### config.mk
export PLATFORM = sky130hd
export DESIGN_NAME = rand_bcd_display
export DESIGN_NICKNAME = d
export VERILOG_FILES = /design/src/rtl/rand_bcd_display.sv
export SDC_FILE = /design/constraint.sdc
export NUM_CORES = 1
export LEC_CHECK = 0
export BUFFER_PORTS_ARGS = -buffer_cell sky130_fd_sc_hd__buf_2
export CELL_PAD_IN_SITES_DETAIL_PLACEMENT = 1
export CELL_PAD_IN_SITES_GLOBAL_PLACEMENT = 2
export CORE_AREA = 4 4 110 112
export DETAILED_ROUTE_END_ITERATION = 10
export DIE_AREA = 0 0 114 116
export PLACE_DENSITY_LB_ADDON = 0.1
export SYNTH_ARGS = -nofsm -noshare
export SYNTH_HDL_FRONTEND = slang
export SYNTH_SLANG_ARGS = --single-unit
### constraint.sdc
create_clock -name clk -period 3.25 [get_ports clk]
set_clock_uncertainty 0.2 [all_clocks]
set_input_delay 0.1625 -clock clk [delete_from_list [all_inputs] [get_ports clk]]
set_output_delay 0.1625 -clock clk [all_outputs]
set_load 0.005 [all_outputs]
### src/rtl/rand_bcd_display.sv
// Rolls a random byte on a debounced key press, converts it to BCD with a
// sequential double-dabble engine and drives three blanked seven-segment digits.
module rand_bcd_display #(
    parameter int unsigned DB_CYCLES      = 16,
    parameter bit          SEG_ACTIVE_LOW = 1'b1
) (
    input  logic        clk,
    input  logic        reset,
    input  logic        key,
    input  logic [7:0]  rnd_in,
    output logic [7:0]  value,
    output logic [11:0] bcd,
    output logic [6:0]  seg2,
    output logic [6:0]  seg1,
    output logic [6:0]  seg0,
    output logic        busy,
    output logic        done
);

    localparam int unsigned CNT_W     = $clog2(DB_CYCLES + 1);
    localparam logic [6:0]  SEG_INV   = SEG_ACTIVE_LOW ? 7'h00 : 7'h7F;
    localparam logic [6:0]  SEG_BLANK = 7'h7F ^ SEG_INV;

    typedef enum logic {S_IDLE, S_CONV} state_t;

    state_t             state_q, state_d;
    logic               sync1_q, sync2_q;
    logic               key_db_q, key_db_d;
    logic               key_db_d_q;
    logic [CNT_W-1:0]   db_cnt_q, db_cnt_d;
    logic [7:0]         bin_q, bin_d;
    logic [11:0]        scratch_q, scratch_d;
    logic [2:0]         iter_q, iter_d;
    logic [7:0]         value_q, value_d;
    logic [11:0]        bcd_q, bcd_d;
    logic [6:0]         seg2_q, seg2_d, seg1_q, seg1_d, seg0_q, seg0_d;
    logic               busy_q, busy_d, done_q, done_d;
    logic               press;
    logic [11:0]        adj;
    logic [11:0]        scratch_sh;
    logic [7:0]         bin_sh;

    // Active-low gfedcba code for one digit, polarity applied afterwards
    function automatic logic [6:0] seg_code(input logic [3:0] d);
        logic [6:0] c;
        case (d)
            4'd0:    c = 7'h40;
            4'd1:    c = 7'h79;
            4'd2:    c = 7'h24;
            4'd3:    c = 7'h30;
            4'd4:    c = 7'h19;
            4'd5:    c = 7'h12;
            4'd6:    c = 7'h02;
            4'd7:    c = 7'h78;
            4'd8:    c = 7'h00;
            4'd9:    c = 7'h10;
            default: c = 7'h7F;
        endcase
        return c ^ SEG_INV;
    endfunction

    assign press = key_db_q & ~key_db_d_q;

    always_comb begin
        adj[11:8] = (scratch_q[11:8] >= 4'd5) ? scratch_q[11:8] + 4'd3 : scratch_q[11:8];
        adj[7:4]  = (scratch_q[7:4]  >= 4'd5) ? scratch_q[7:4]  + 4'd3 : scratch_q[7:4];
        adj[3:0]  = (scratch_q[3:0]  >= 4'd5) ? scratch_q[3:0]  + 4'd3 : scratch_q[3:0];
        scratch_sh = {adj[10:0], bin_q[7]};
        bin_sh     = {bin_q[6:0], 1'b0};
    end

    // Debounce: key_db follows sync2 only after DB_CYCLES consecutive differing cycles
    always_comb begin
        key_db_d = key_db_q;
        db_cnt_d = '0;
        if (sync2_q != key_db_q) begin
            if (db_cnt_q == CNT_W'(DB_CYCLES - 1)) begin
                key_db_d = sync2_q;
            end else begin
                db_cnt_d = db_cnt_q + CNT_W'(1);
            end
        end
    end

    always_comb begin
        state_d   = state_q;
        bin_d     = bin_q;
        scratch_d = scratch_q;
        iter_d    = iter_q;
        value_d   = value_q;
        bcd_d     = bcd_q;
        seg2_d    = seg2_q;
        seg1_d    = seg1_q;
        seg0_d    = seg0_q;
        busy_d    = 1'b0;
        done_d    = 1'b0;
        case (state_q)
            S_IDLE: begin
                if (press) begin
                    value_d   = rnd_in;
                    bin_d     = rnd_in;
                    scratch_d = '0;
                    iter_d    = '0;
                    busy_d    = 1'b1;
                    state_d   = S_CONV;
                end
            end
            S_CONV: begin
                bin_d     = bin_sh;
                scratch_d = scratch_sh;
                iter_d    = iter_q + 3'd1;
                busy_d    = 1'b1;
                if (iter_q == 3'd7) begin
                    bcd_d   = scratch_sh;
                    seg2_d  = (scratch_sh[11:8] == 4'd0) ? SEG_BLANK : seg_code(scratch_sh[11:8]);
                    seg1_d  = (scratch_sh[11:4] == 8'd0) ? SEG_BLANK : seg_code(scratch_sh[7:4]);
                    seg0_d  = seg_code(scratch_sh[3:0]);
                    busy_d  = 1'b0;
                    done_d  = 1'b1;
                    state_d = S_IDLE;
                end
            end
            default: state_d = S_IDLE;
        endcase
    end

    always_ff @(posedge clk or negedge reset) begin
        if (!reset) begin
            state_q    <= S_IDLE;
            sync1_q    <= 1'b0;
            sync2_q    <= 1'b0;
            key_db_q   <= 1'b0;
            key_db_d_q <= 1'b0;
            db_cnt_q   <= '0;
            bin_q      <= '0;
            scratch_q  <= '0;
            iter_q     <= '0;
            value_q    <= '0;
            bcd_q      <= '0;
            seg2_q     <= SEG_BLANK;
            seg1_q     <= SEG_BLANK;
            seg0_q     <= SEG_BLANK;
            busy_q     <= 1'b0;
            done_q     <= 1'b0;
        end else begin
            state_q    <= state_d;
            sync1_q    <= key;
            sync2_q    <= sync1_q;
            key_db_q   <= key_db_d;
            key_db_d_q <= key_db_q;
            db_cnt_q   <= db_cnt_d;
            bin_q      <= bin_d;
            scratch_q  <= scratch_d;
            iter_q     <= iter_d;
            value_q    <= value_d;
            bcd_q      <= bcd_d;
            seg2_q     <= seg2_d;
            seg1_q     <= seg1_d;
            seg0_q     <= seg0_d;
            busy_q     <= busy_d;
            done_q     <= done_d;
        end
    end

    assign value = value_q;
    assign bcd   = bcd_q;
    assign seg2  = seg2_q;
    assign seg1  = seg1_q;
    assign seg0  = seg0_q;
    assign busy  = busy_q;
    assign done  = done_q;

endmodule

; Yosys cells after proc, flatten, opt, wreduce, memory -nomap -nowiden
; Memories as Yosys holds them, arrays and structs flattened. A register that Yosys moved wholly into a read port is not among the register bits.
; Cells that the tools add are included.
[classes]
n_addsub = 5
n_mux = 18
order_cmp = 3
n_bitwise = 3
reduce_logical = 6
n_eq_ne = 4
[ops]
columns = cell, count
row1 = 12-bit case mux with 2 select lines, 1
row2 = 8-bit case mux with 2 select lines, 1
row3 = 7-bit two-way mux, 2
row4 = 4-bit by 3-bit greater-or-equal comparator with 1-bit output (second input constant), 3
row5 = 12-bit two-way mux, 1
row6 = 5-bit two-way mux, 2
row7 = 4-bit by 2-bit adder with 4-bit output (second input constant), 2
row8 = 8-bit logical NOT, 1
row9 = 4-bit two-way mux, 2
row10 = 8-bit two-way mux, 1
row11 = 3-bit two-way mux, 2
row12 = 3-bit case mux with 2 select lines, 1
row13 = 2-bit AND reduction, 3
row14 = 5-bit by 1-bit adder with 5-bit output (second input constant), 1
row15 = 5-bit by 4-bit equality test with 1-bit output (second input constant), 1
row16 = 4-bit logical NOT, 1
row17 = 1-bit two-way mux, 4
row18 = 3-bit by 1-bit adder with 3-bit output (second input constant), 1
row19 = 3-bit by 2-bit adder with 3-bit output (second input constant), 1
row20 = 3-bit equality test (second input constant), 1
row21 = 2-bit inequality test (second input constant), 1
row22 = 1-bit inverter, 2
row23 = 1-bit case mux with 2 select lines, 1
row24 = 1-bit bitwise AND, 1
row25 = 2 further kinds, 2
[word_totals]
in_bits = 11
output_inout_bits = 43
regBits = 68
rom_bits = 336
wordCells = 56
n_memories = 3
[memory_table]
columns = name, depth, width, rd, rd_clocked_by_memory_dff, wr, line_no
row1 = (no name shown), 16, 7, 1, 0, 0, 46  ; case (d)
row2 = (no name shown), 16, 7, 1, 0, 0, 46
row3 = (no name shown), 16, 7, 1, 1, 0, 46

; Longest topological paths before layout
; Gate-level depths: netlist of run 1.
[logic_depth]
depth_word = 4
mapped_depth = 11
mapped_depth_nobuf = 11

; Worst setup path before layout of run 1
; OpenSTA, ideal clock, no wires.
[synth_timing]
kind = flip-flop to flip-flop
start = reg scratch_q[1]
end = reg seg1_q[4], in the netlist seg1[4]
t_arrival_ps = 2164
n_path_buf = 0
setup_ps = 97
stages_incl_launch_ff = 11
required_ps = 2953
period_less_slack_ps = 2461
setup_slack_ps = 789
cell_sequence = dfrtp_1 -> inv_1 -> ha_1 -> and2b_1 -> nor3_1 -> a21oi_1 -> ha_1 -> inv_1 -> or4_1 -> o211ai_1 -> a31oi_1
[synth_via]
elab_chain_len = 4
word_cells_on_any_way = 6
cone_classes = 1 x add/sub / 1 x order compare / 2 x mux / 1 x reduce/logical / 1 x memory
[synth_lines]
columns = element, line_no
row1 = start: declaration, 32  ; logic [11:0] scratch_q, scratch_d;
row2 = start signal: assignment, 153  ; scratch_q <= scratch_d;
row3 = 4-bit by 2-bit adder with 4-bit output or 4-bit by 3-bit greater-or-equal comparator with 1-bit output (tied branches), 67  ; adj[3:0] = (scratch_q[3:0] >= 4'd5) ? scratch_q[3:0] + 4'd3 : scratch_q[3:0];
row4 = 4-bit two-way mux *, 67
row5 = memory 16 x 7 bit or 8-bit logical NOT (tied branches), --
row6 = 7-bit two-way mux *, 116  ; seg1_d = (scratch_sh[11:4] == 8'd0) ? SEG_BLANK : seg_code(scratch_sh[7:4]);
row7 = end signal: assignment, 158  ; seg1_q <= seg1_d;
row8 = end: declaration, 36  ; logic [6:0] seg2_q, seg2_d, seg1_q, seg1_d, seg0_q, seg0_d;
; Mark *: on every way between the ends. The rest lies on a longest branch, timed or not.
; A chain may end at the register's enable or synchronous reset.

; Final worst setup path of run 1
[layout_timing]
start = reg scratch_q[4]
end = reg seg2_q[6], in the netlist seg2[6]
[layout_via]
elab_chain_len = 4
word_cells_on_any_way = 6
cone_classes = 1 x add/sub / 1 x order compare / 2 x mux / 1 x reduce/logical / 1 x memory
[layout_lines]
columns = element, line_no
row1 = 4-bit by 2-bit adder with 4-bit output or 4-bit by 3-bit greater-or-equal comparator with 1-bit output (tied branches), 66  ; adj[7:4] = (scratch_q[7:4] >= 4'd5) ? scratch_q[7:4] + 4'd3 : scratch_q[7:4];
row2 = 4-bit two-way mux *, 66
row3 = memory 16 x 7 bit or 4-bit logical NOT (tied branches), --
row4 = 7-bit two-way mux *, 115  ; seg2_d = (scratch_sh[11:8] == 4'd0) ? SEG_BLANK : seg_code(scratch_sh[11:8]);
row5 = end signal: assignment, 157  ; seg2_q <= seg2_d;
row6 = end: declaration, 36
; Marks and branches as above.

==> flow_summary_export.csv, run 1 <==
group,metric,value,unit
synthesis,netlist-cell-type-count,67,
synthesis,yosysSeqAreaShare,48.3,%
timing,min_period,2830,ps
drt,wirelength,9690,um
outcome,outcome,"finished, final reports clean",
setup_path,endpoint_kind,"register",
setup_path,crit_required,3330,ps
clock_tree,clock_latency,330,ps
setup_path,crit_path_top_delay_cell,"dfrtp_1",
global_route,grt_pass1_wl,16700,um
global_route,grt_usage,15.9,%
synthesis,synth_top_area_share,34.3,%
drt,drt-initial-drc-count,115,
setup_path,cp.arrival,2900,ps
synthesis,postSynthNetCount,430,
place,dp_slack,348,ps
place,dp_hpwl,6870,um
synthesis,netlist_area,0.00394,mm^2
pwr,pwr_density_cell,456,mW/mm^2
timing,holdWs,151,ps
timing,fmax,354,MHz
timing,worst_pin_slew,977,ps
die,io_pins,54,
final_layout,finalNonFillerCells,604,
clock_tree,clockBufferDepth,2,
clock_tree,cts.repair.resized,0,
setup_path,reg2reg_slack,420,ps
final_layout,fillers,1316,
setup_path,rr_worst_depth,10,
synthesis,synth_seq_cells,75,
die,die_h,116,um
setup_path,path_class,"register to register",
die,rows,39,
clock_tree,clock-sinks,75,
drt,dr.pass1.iters,4,
min_path,holdCritPathClass,"register to register",
timing,final_hold_viol_count,0,
timing,relSlewSlack,34.9,%
drt,drc,0,
die,initial_core_util,35.1,%
setup_path,worstPathMaxFanout,7,
synthesis,async_flop_share,100,%
pwr,ir_drop,0.197,mV
setup_path,cpPeakStageDelay,450,ps
final_layout,n_antenna_cell,0,
synthesis,synth_edf_count,0,
final_layout,area_growth,19.7,%
setup_path,r2r-start,"scratch_q[4]$_DFFE_PN0P_",
pwr,total_power,2.15,mW
synthesis,ys.flop_type,"dfrtp_1",
min_path,min_from,"sync1_q$_DFF_PN0_",
synthesis,ys_top_cells_by_count,"nand2_1 (65), dfrtp_1 (54), o21ai_0 (40)",
global_route,overflow,0,
place,routabilityCongestion,0.853,
global_route,grt_max_degree,76,
min_path,hold-path-cell-count,0,
synthesis,synth.most_common_cell,"nand2_1",
timing,setup_ws,424,ps
clock_tree,clk_pin_slew,60,ps
setup_path,cp_cell_sequence,"inv_1 -> ha_1 -> nor2b_1 -> nor3_1 -> a21oi_1 -> ha_1 -> inv_1 -> nor3_1 -> o32a_4 -> o22a_1",
drt,viasPerCell,5.05,
drt,final_antenna_net_count,0,
global_route,antenna_found_initial,0,
place,port_buffers,53,
place,place_area,0.00433,mm^2
setup_path,cp_top_family,"compound AO/OA/AOI/OAI gates",
timing,finalCritPeriodShare,87.0,%
die,die_area,0.0132,mm^2
final_layout,final_area,0.00471,mm^2
timing,finalSetupTns,0,ps
timing,maxSlewViolCount,0,
synthesis,synth_area_per_cell,9.92,um^2
final_layout,nets,489,
final_layout,drive_gt1_share,25.6,%
pwr,p_leak,2.20,nW
min_path,holdPathEnd,"sync2_q$_DFF_PN0_",
timing,rsz0062_at_grt,"no",
timing,finalSetupViolCount,0,
synthesis,synth_top_area_cell,"dfrtp_1",
setup_path,critPathBufInv,2,
synthesis,ys_top_cells_by_area,"dfrtp_1 (34%), dfstp_2 (14%), ha_1 (7.0%)",
global_route,grt_pass1_vias,3211,
drt,vias,3053,
final_layout,final_util,42.0,%
synthesis,netlist_instances,397,
place,place_inst,578,
clock_tree,cts_tree,"yes",
setup_path,regToRegEndpoint,"seg2[6]$_DFFE_PN1P_",
setup_path,start_kind,"register",
drt,wire_per_inst,16.0,um
flow_run,max-cap-violations,0,
clock_tree,root_buffer,"clkbuf_16",
clock_tree,numCtsBuffers,9,
synthesis,yosysWarnings,0,
die,die_x,114,um
die,core-area,0.0112,mm^2
clock_tree,h-tree-depth,3,
[worst max path at each step]
stage,startpoint,endpoint,cells past startpoint
floorplan,scratch_q[1]$_DFFE_PN0P_,seg1[4]$_DFFE_PN1P_,10
global placement,scratch_q[4]$_DFFE_PN0P_,seg2[5]$_DFFE_PN1P_,10
detailed placement,scratch_q[4]$_DFFE_PN0P_,seg2[6]$_DFFE_PN1P_,10
CTS,scratch_q[4]$_DFFE_PN0P_,seg2[6]$_DFFE_PN1P_,10
global route,scratch_q[4]$_DFFE_PN0P_,seg2[6]$_DFFE_PN1P_,10
finish,scratch_q[4]$_DFFE_PN0P_,seg2[6]$_DFFE_PN1P_,10
[power breakdown]
group	internal, mW	switching [mW]
Sequential	0.977	0.0383
Clock	0.556	0.387
Combinational	0.0726	0.117
Total	1.61	0.543
[worst register-to-register path, stage by stage (launching register included)]
cell	delay, ps
dfrtp_1	450
inv_1	90
ha_1	240
nor2b_1	270
nor3_1	70
a21oi_1	450
ha_1	280
inv_1	90
nor3_1	260
o32a_4	240
o22a_1	150
[routing by layer]
metal,GRT usage [%],wire [um],up-vias
li1,-,-,1498
met1,21.0,4590,1492
met2,26.3,4640,53
met3,3.13,317,10
met4,5.46,139,0
met5,0,0,-
[area by class of cell]
cell class,count,area (um^2),area share (%)
clock inverter,4,25.0,0.531
tap,143,179,3.80
clock buffer,12,256,5.44
timing repair buffer,67,398,8.44
sequential,75,1900,40.4
inverter,20,75.1,1.59
multi-input combinational,283,1880,39.8
[sequential cells by signal (all words and copies together) (netlist names)]
register and count:
done 1, key_db_q 1, bin_q 8, sync1_q 1, sync2_q 1, scratch_q 12
busy 1, seg1 7, seg0 7, seg2 7, bcd 12, db_cnt_q 5
iter_q 3, key_db_d_q 1, value 8
[layout by cell type (no fill, tap or decap), types with 9 or more instances in the layout]
cell type / count
dlygate4sd3_1: 10
buf_2: 52
mux2_2: 9
dfstp_2: 21
o22a_1: 10
clkbuf_16: 9
o21ai_0: 40
nand3_1: 10
dfrtp_1: 54
a21oi_1: 10
ha_1: 22
nand2_1: 65
nor2_1: 20
inv_1: 17
[cell families after synthesis]
| family | share of synthesized area [%] |
|---|---|
| compound gates | 19.3 |
| xor+xnor | 1.30 |
| fa+ha+maj | 6.99 |
| buf+inv | 4.04 |
| flops | 48.3 |
| mux | 4.61 |
| simple gates | 15.4 |
[what timing repair did]
action                    in CTS  in global routing
hold buffers                  10                  0
hold endpoints to repair      71                  0
buffers inserted               0                  0
Note: power is estimated with default switching activity, not from simulation.
==> run 2, diff against run 1 <==
--- a/config.mk
+++ b/config.mk
@@ -8,9 +8,9 @@
 export BUFFER_PORTS_ARGS = -buffer_cell sky130_fd_sc_hd__buf_2
 export CELL_PAD_IN_SITES_DETAIL_PLACEMENT = 1
 export CELL_PAD_IN_SITES_GLOBAL_PLACEMENT = 2
-export CORE_AREA = 4 4 110 112
+export CORE_AREA = 4 4 124 126
 export DETAILED_ROUTE_END_ITERATION = 10
-export DIE_AREA = 0 0 114 116
+export DIE_AREA = 0 0 128 130
 export PLACE_DENSITY_LB_ADDON = 0.1
 export SYNTH_ARGS = -nofsm -noshare
 export SYNTH_HDL_FRONTEND = slang
==> run 2 against run 1 <==
Effect of this change: utilization down 8.7 points; sequential share of layout area down 0.49 points; combinational power about the same; critical path type unchanged; largest cell class unchanged.
==> flow_summary_export.csv, run 2 (synthesis results as in run 1) <==
group,metric,value,unit
place,routabilityCongestion,0.796,
clock_tree,clock-sinks,75,
clock_tree,clockBufferDepth,2,
drt,drt-initial-drc-count,135,
timing,relSlewSlack,29.0,%
clock_tree,h-tree-depth,3,
final_layout,final_cell_mix,"nand2_1 (65), dfrtp_1 (54), buf_2 (52)",
clock_tree,cts_tree,"yes",
setup_path,reg2reg_slack,390,ps
setup_path,worstPathMaxFanout,6,
die,rows,44,
setup_path,endpoint_kind,"register",
pwr,total_power,2.14,mW
pwr,ir_drop,0.237,mV
die,core-area,0.0143,mm^2
final_layout,nets,491,
place,port_buffers,53,
timing,rsz0062_at_grt,"no",
pwr,clockPowerShare,43.6,%
timing,holdWs,130,ps
timing,fmax,350,MHz
drt,wire_per_inst,15.7,um
die,die_area,0.0166,mm^2
final_layout,finalNonFillerCells,647,
drt,vias,3098,
global_route,overflow,0,
timing,final_hold_viol_count,0,
timing,maxSlewViolCount,0,
global_route,antenna_found_initial,0,
final_layout,area_growth,21.1,%
pwr,internal_power,1.59,mW
setup_path,critPathBufInv,2,
setup_path,path_class,"register to register",
pwr,p_seq_share,47.4,%
timing,min_period,2860,ps
setup_path,r2r-start,"scratch_q[1]$_DFFE_PN0P_",
drt,wirelength,10200,um
final_layout,n_antenna_cell,0,
place,dp_slack,406,ps
clock_tree,numCtsBuffers,9,
min_path,holdCritPathClass,"primary input to async pin",
timing,finalCritPeriodShare,88.0,%
setup_path,rr_worst_depth,10,
final_layout,layout_commonest_cell,"nand2_1",
pwr,pwr_density_cell,449,mW/mm^2
die,die_h,130,um
setup_path,cp_top_family,"simple AND/OR/NAND/NOR gates",
drt,dr.pass1.iters,4,
global_route,grt_pass1_vias,3283,
global_route,grt_usage,12.9,%
clock_tree,postCtsSetupBuffers,0,
setup_path,cp_cell_sequence,"inv_1 -> ha_1 -> and2b_1 -> nor3_1 -> a21oi_1 -> ha_1 -> inv_1 -> or4_1 -> o211ai_1 -> a31oi_1",
clock_tree,root_buffer,"clkbuf_16",
clock_tree,clk_pin_slew,60,ps
drt,viasPerCell,4.79,
place,place_inst,621,
setup_path,regToRegEndpoint,"seg1[4]$_DFFE_PN1P_",
final_layout,drive_gt1_share,25.7,%
timing,setup_ws,390,ps
flow_run,max-cap-violations,0,
die,initial_core_util,27.5,%
final_layout,final_area,0.00477,mm^2
pwr,power_frac_comb,8.9,%
pwr,p_switching,554,uW
timing,finalSetupTns,0,ps
timing,finalSetupViolCount,0,
setup_path,cp.arrival,2920,ps
final_layout,final_util,33.3,%
die,die_x,128,um
outcome,outcome,"finished, final reports clean",
place,dp_hpwl,7360,um
place,place_area,0.00440,mm^2
drt,final_antenna_net_count,0,
drt,drc,0,
clock_tree,clock_latency,340,ps
setup_path,crit_path_top_delay_cell,"or4_1",
pwr,switching_share,25.8,%
setup_path,cpPeakStageDelay,520,ps
global_route,grt_max_degree,43,
setup_path,start_kind,"register",
pwr,p_leak,2.21,nW
setup_path,crit_required,3310,ps
timing,worst_pin_slew,1050,ps
die,io_pins,54,
global_route,grt_pass1_wl,17000,um
-- run 2: cell types whose count changed in the layout (fill, tap and decap cells not counted) --
cell,before,now
clkinv_4,0,1
clkbuf_8,2,1
clkbuf_1,1,2
buf_4,5,7
clkinvlp_4,2,1
-- run 2: worst max-delay path by stage --
stage,startpoint,endpoint,slack (ps),depth (start not counted)
2_1_floorplan,scratch_q[1]$_DFFE_PN0P_,seg1[4]$_DFFE_PN1P_,790,10
3_3_place_gp,scratch_q[4]$_DFFE_PN0P_,seg2[1]$_DFFE_PN1P_,490,10
3_5_place_dp,scratch_q[4]$_DFFE_PN0P_,seg2[0]$_DFFE_PN1P_,410,10
4_1_cts,scratch_q[4]$_DFFE_PN0P_,seg2[1]$_DFFE_PN1P_,380,10
5_1_grt,scratch_q[0]$_DFFE_PN0P_,seg1[4]$_DFFE_PN1P_,170,10
6_report,scratch_q[1]$_DFFE_PN0P_,seg1[4]$_DFFE_PN1P_,390,10
-- run 2: routing by layer --
metal / up-vias / share of wire, % / global-route usage, %
met5: - / 0 / 0
met4: 0 / 2.9 / 6.87
met3: 17 / 3.7 / 2.50
met2: 60 / 45 / 20.1
met1: 1502 / 48 / 17.0
li1: 1519 / - / -
-- run 2: layout make-up --
| type | count | area (um^2) |
|---|---|---|
| timing repair buffer | 69 | 413 |
| sequential | 75 | 1900 |
| fill | 1682 | 9540 |
| tap | 184 | 230 |
| clock inverter | 4 | 26.3 |
| multi-input combinational | 283 | 1880 |
| inverter | 20 | 75.1 |
| clock buffer | 12 | 246 |
-- run 2: worst register-to-register path: cells and delay by family, from the launching register on --
kind,cells,cell delay (ps)
fa+ha+maj,2,500
flops,1,440
simple gates,3,810
compound gates,3,680
buf+inv,2,160
-- run 2: timing repair --
item | 4_1_cts | 5_1_grt
endpoints found under the hold margin | 53 | 0
hold buffers | 10 | 0
resized for setup | 0 | 0
endpoints found under the setup margin | 0 | 0
-- run 2: power by group through the flow --
stage,Sequential [mW],Clock (mW),Combinational [mW]
6_report,1.02,0.934,0.192
5_1_grt,1.02,1.01,0.226
4_1_cts,1.02,0.973,0.197
3_5_place_dp,1.03,0,0.186
3_3_place_gp,1.03,0,0.182
2_1_floorplan,1.02,0,0.124
==> run 3, diff against run 2 <==
--- a/config.mk
+++ b/config.mk
@@ -9,6 +9,7 @@
 export CELL_PAD_IN_SITES_DETAIL_PLACEMENT = 1
 export CELL_PAD_IN_SITES_GLOBAL_PLACEMENT = 2
 export CORE_AREA = 4 4 124 126
+export CTS_BUF_LIST = sky130_fd_sc_hd__clkbuf_8
 export DETAILED_ROUTE_END_ITERATION = 10
 export DIE_AREA = 0 0 128 130
 export PLACE_DENSITY_LB_ADDON = 0.1
==> constraint.sdc (replaced) <==
create_clock -name clk -period 3.25 [get_ports clk]
set_clock_uncertainty 0.2 [all_clocks]
set_input_delay 0.1625 -clock clk [delete_from_list [all_inputs] [get_ports clk]]
set_output_delay 0.1625 -clock clk [all_outputs]
set_load 0.02 [all_outputs]
==> run 3 against run 2 <==
Effect of this change: fmax is 0.35% lower; utilization decreased by 0.71 points; die area unchanged; total power shrank 13%; sequential cell count stayed put; clock power fell by 29%; critical endpoint unchanged; highest routed layer unchanged.
==> flow_summary_export.csv, run 3 (synthesis results as in run 1) <==
group,metric,value,unit
outcome,outcome,"finished, final reports clean",
place,dp_hpwl,7360,um
die,die_x,128,um
global_route,grt_usage,13.0,%
final_layout,fillers,1691,
clock_tree,clock_latency,370,ps
setup_path,worstPathMaxFanout,6,
final_layout,area_growth,18.6,%
die,core-area,0.0143,mm^2
drt,wire_per_inst,15.8,um
final_layout,finalNonFillerCells,647,
drt,vias,3080,
drt,drc,0,
setup_path,reg2reg_slack,380,ps
pwr,ir_drop,0.210,mV
timing,finalSetupTns,0,ps
clock_tree,numCtsBuffers,9,
pwr,pwr_density_cell,400,mW/mm^2
clock_tree,postCtsSetupBuffers,0,
global_route,overflow,0,
min_path,holdCritPathClass,"primary input to async pin",
clock_tree,clk_pin_slew,90,ps
global_route,grt_max_degree,43,
timing,fmax,348,MHz
clock_tree,clockBufferDepth,2,
place,routabilityCongestion,0.796,
final_layout,drive_gt1_share,25.7,%
drt,wirelength,10200,um
global_route,antenna_found_initial,0,
final_layout,final_area,0.00467,mm^2
drt,dr.pass1.iters,4,
pwr,p_leak,2.17,nW
place,port_buffers,53,
timing,finalSetupViolCount,0,
place,place_area,0.00440,mm^2
drt,viasPerCell,4.76,
timing,maxSlewViolCount,0,
global_route,grt_pass1_wl,17100,um
drt,final_antenna_net_count,0,
global_route,grt_pass1_vias,3279,
setup_path,cp.arrival,2960,ps
clock_tree,root_buffer,"clkbuf_8",
timing,final_hold_viol_count,0,
setup_path,start_kind,"register",
timing,rsz0062_at_grt,"no",
final_layout,n_antenna_cell,0,
place,place_inst,621,
die,die_area,0.0166,mm^2
final_layout,final_cell_mix,"nand2_1 (65), dfrtp_1 (54), buf_2 (52)",
die,io_pins,54,
clock_tree,cts_tree,"yes",
timing,min_period,2870,ps
drt,drt-initial-drc-count,147,
final_layout,seq_area,0.00190,mm^2
final_layout,layout_commonest_cell,"nand2_1",
timing,finalCritPeriodShare,88.3,%
clock_tree,h-tree-depth,3,
timing,relSlewSlack,28.8,%
setup_path,rr_worst_depth,10,
final_layout,nets,491,
timing,holdWs,102,ps
setup_path,regToRegEndpoint,"seg1[4]$_DFFE_PN1P_",
timing,worst_pin_slew,1060,ps
setup_path,r2r-start,"scratch_q[1]$_DFFE_PN0P_",
die,rows,44,
clock_tree,clock-sinks,75,
die,initial_core_util,27.5,%
final_layout,multi_input_area,0.00188,mm^2
setup_path,endpoint_kind,"register",
final_layout,final_util,32.6,%
setup_path,crit_required,3340,ps
flow_run,max-cap-violations,0,
setup_path,path_class,"register to register",
die,die_h,130,um
## run 3: changes by cell type in the layout (fill, tap and decap cells not counted)
cell / change
clkbuf_16: -9
clkbuf_8: +9
clkbuf_1: -2
inv_1: +2
## run 3: critical path, stage by stage, from the launching register on
cell and delay [ps]:
dfrtp_1 450, inv_1 110, ha_1 240, and2b_1 210
nor3_1 80, a21oi_1 490, ha_1 270, inv_1 40
or4_1 520, o211ai_1 100, a31oi_1 100
## run 3: repair_timing
| action | in CTS | in global routing |
|---|---|---|
| endpoints found under the hold margin | 53 | 0 |
| setup endpoints to repair | 0 | 0 |
| hold buffers | 10 | 0 |
| gates resized for setup | 0 | 0 |
## run 3: per-stage QoR
step | setup WS [ps] | total power, mW
6_report | 380 | 1.87
3_3_place_gp | 495 | 1.22
3_5_place_dp | 406 | 1.22
4_1_cts | 393 | 1.91
5_1_grt | 170 | 1.99
2_1_floorplan | 789 | 1.14
## run 3: how the worst max path moves through the flow
stage	from	end	slack [ps]	cells after the start
2_1_floorplan	scratch_q[1]$_DFFE_PN0P_	seg1[4]$_DFFE_PN1P_	790	10
3_3_place_gp	scratch_q[4]$_DFFE_PN0P_	seg2[1]$_DFFE_PN1P_	490	10
3_5_place_dp	scratch_q[4]$_DFFE_PN0P_	seg2[0]$_DFFE_PN1P_	410	10
4_1_cts	scratch_q[4]$_DFFE_PN0P_	seg2[1]$_DFFE_PN1P_	390	10
5_1_grt	scratch_q[0]$_DFFE_PN0P_	seg1[4]$_DFFE_PN1P_	170	10
6_report	scratch_q[1]$_DFFE_PN0P_	seg1[4]$_DFFE_PN1P_	380	10
## run 3: power breakdown
part | switching (mW) | internal, mW
Sequential | 0.0394 | 0.975
Combinational | 0.120 | 0.0742
Clock | 0.369 | 0.291
Total | 0.528 | 1.34
## run 3: routing by layer
metal  GRT usage, %  vias to the layer above  routed length, um
met3           2.46                       18                306
met4           6.62                        0                286
li1               -                     1512                  -
met2           20.3                       52               4620
met5              0                        -                  0
met1           17.3                     1498               5010
## run 3: final cells by class
type                            count  area share, %
Sequential cell                    75           40.8
Multi-Input combinational cell    283           40.2
Timing Repair Buffer               69           8.84
Tap cell                          184           4.93
Clock buffer                       10           2.95
Inverter                           20           1.61
Clock inverter                      6          0.724
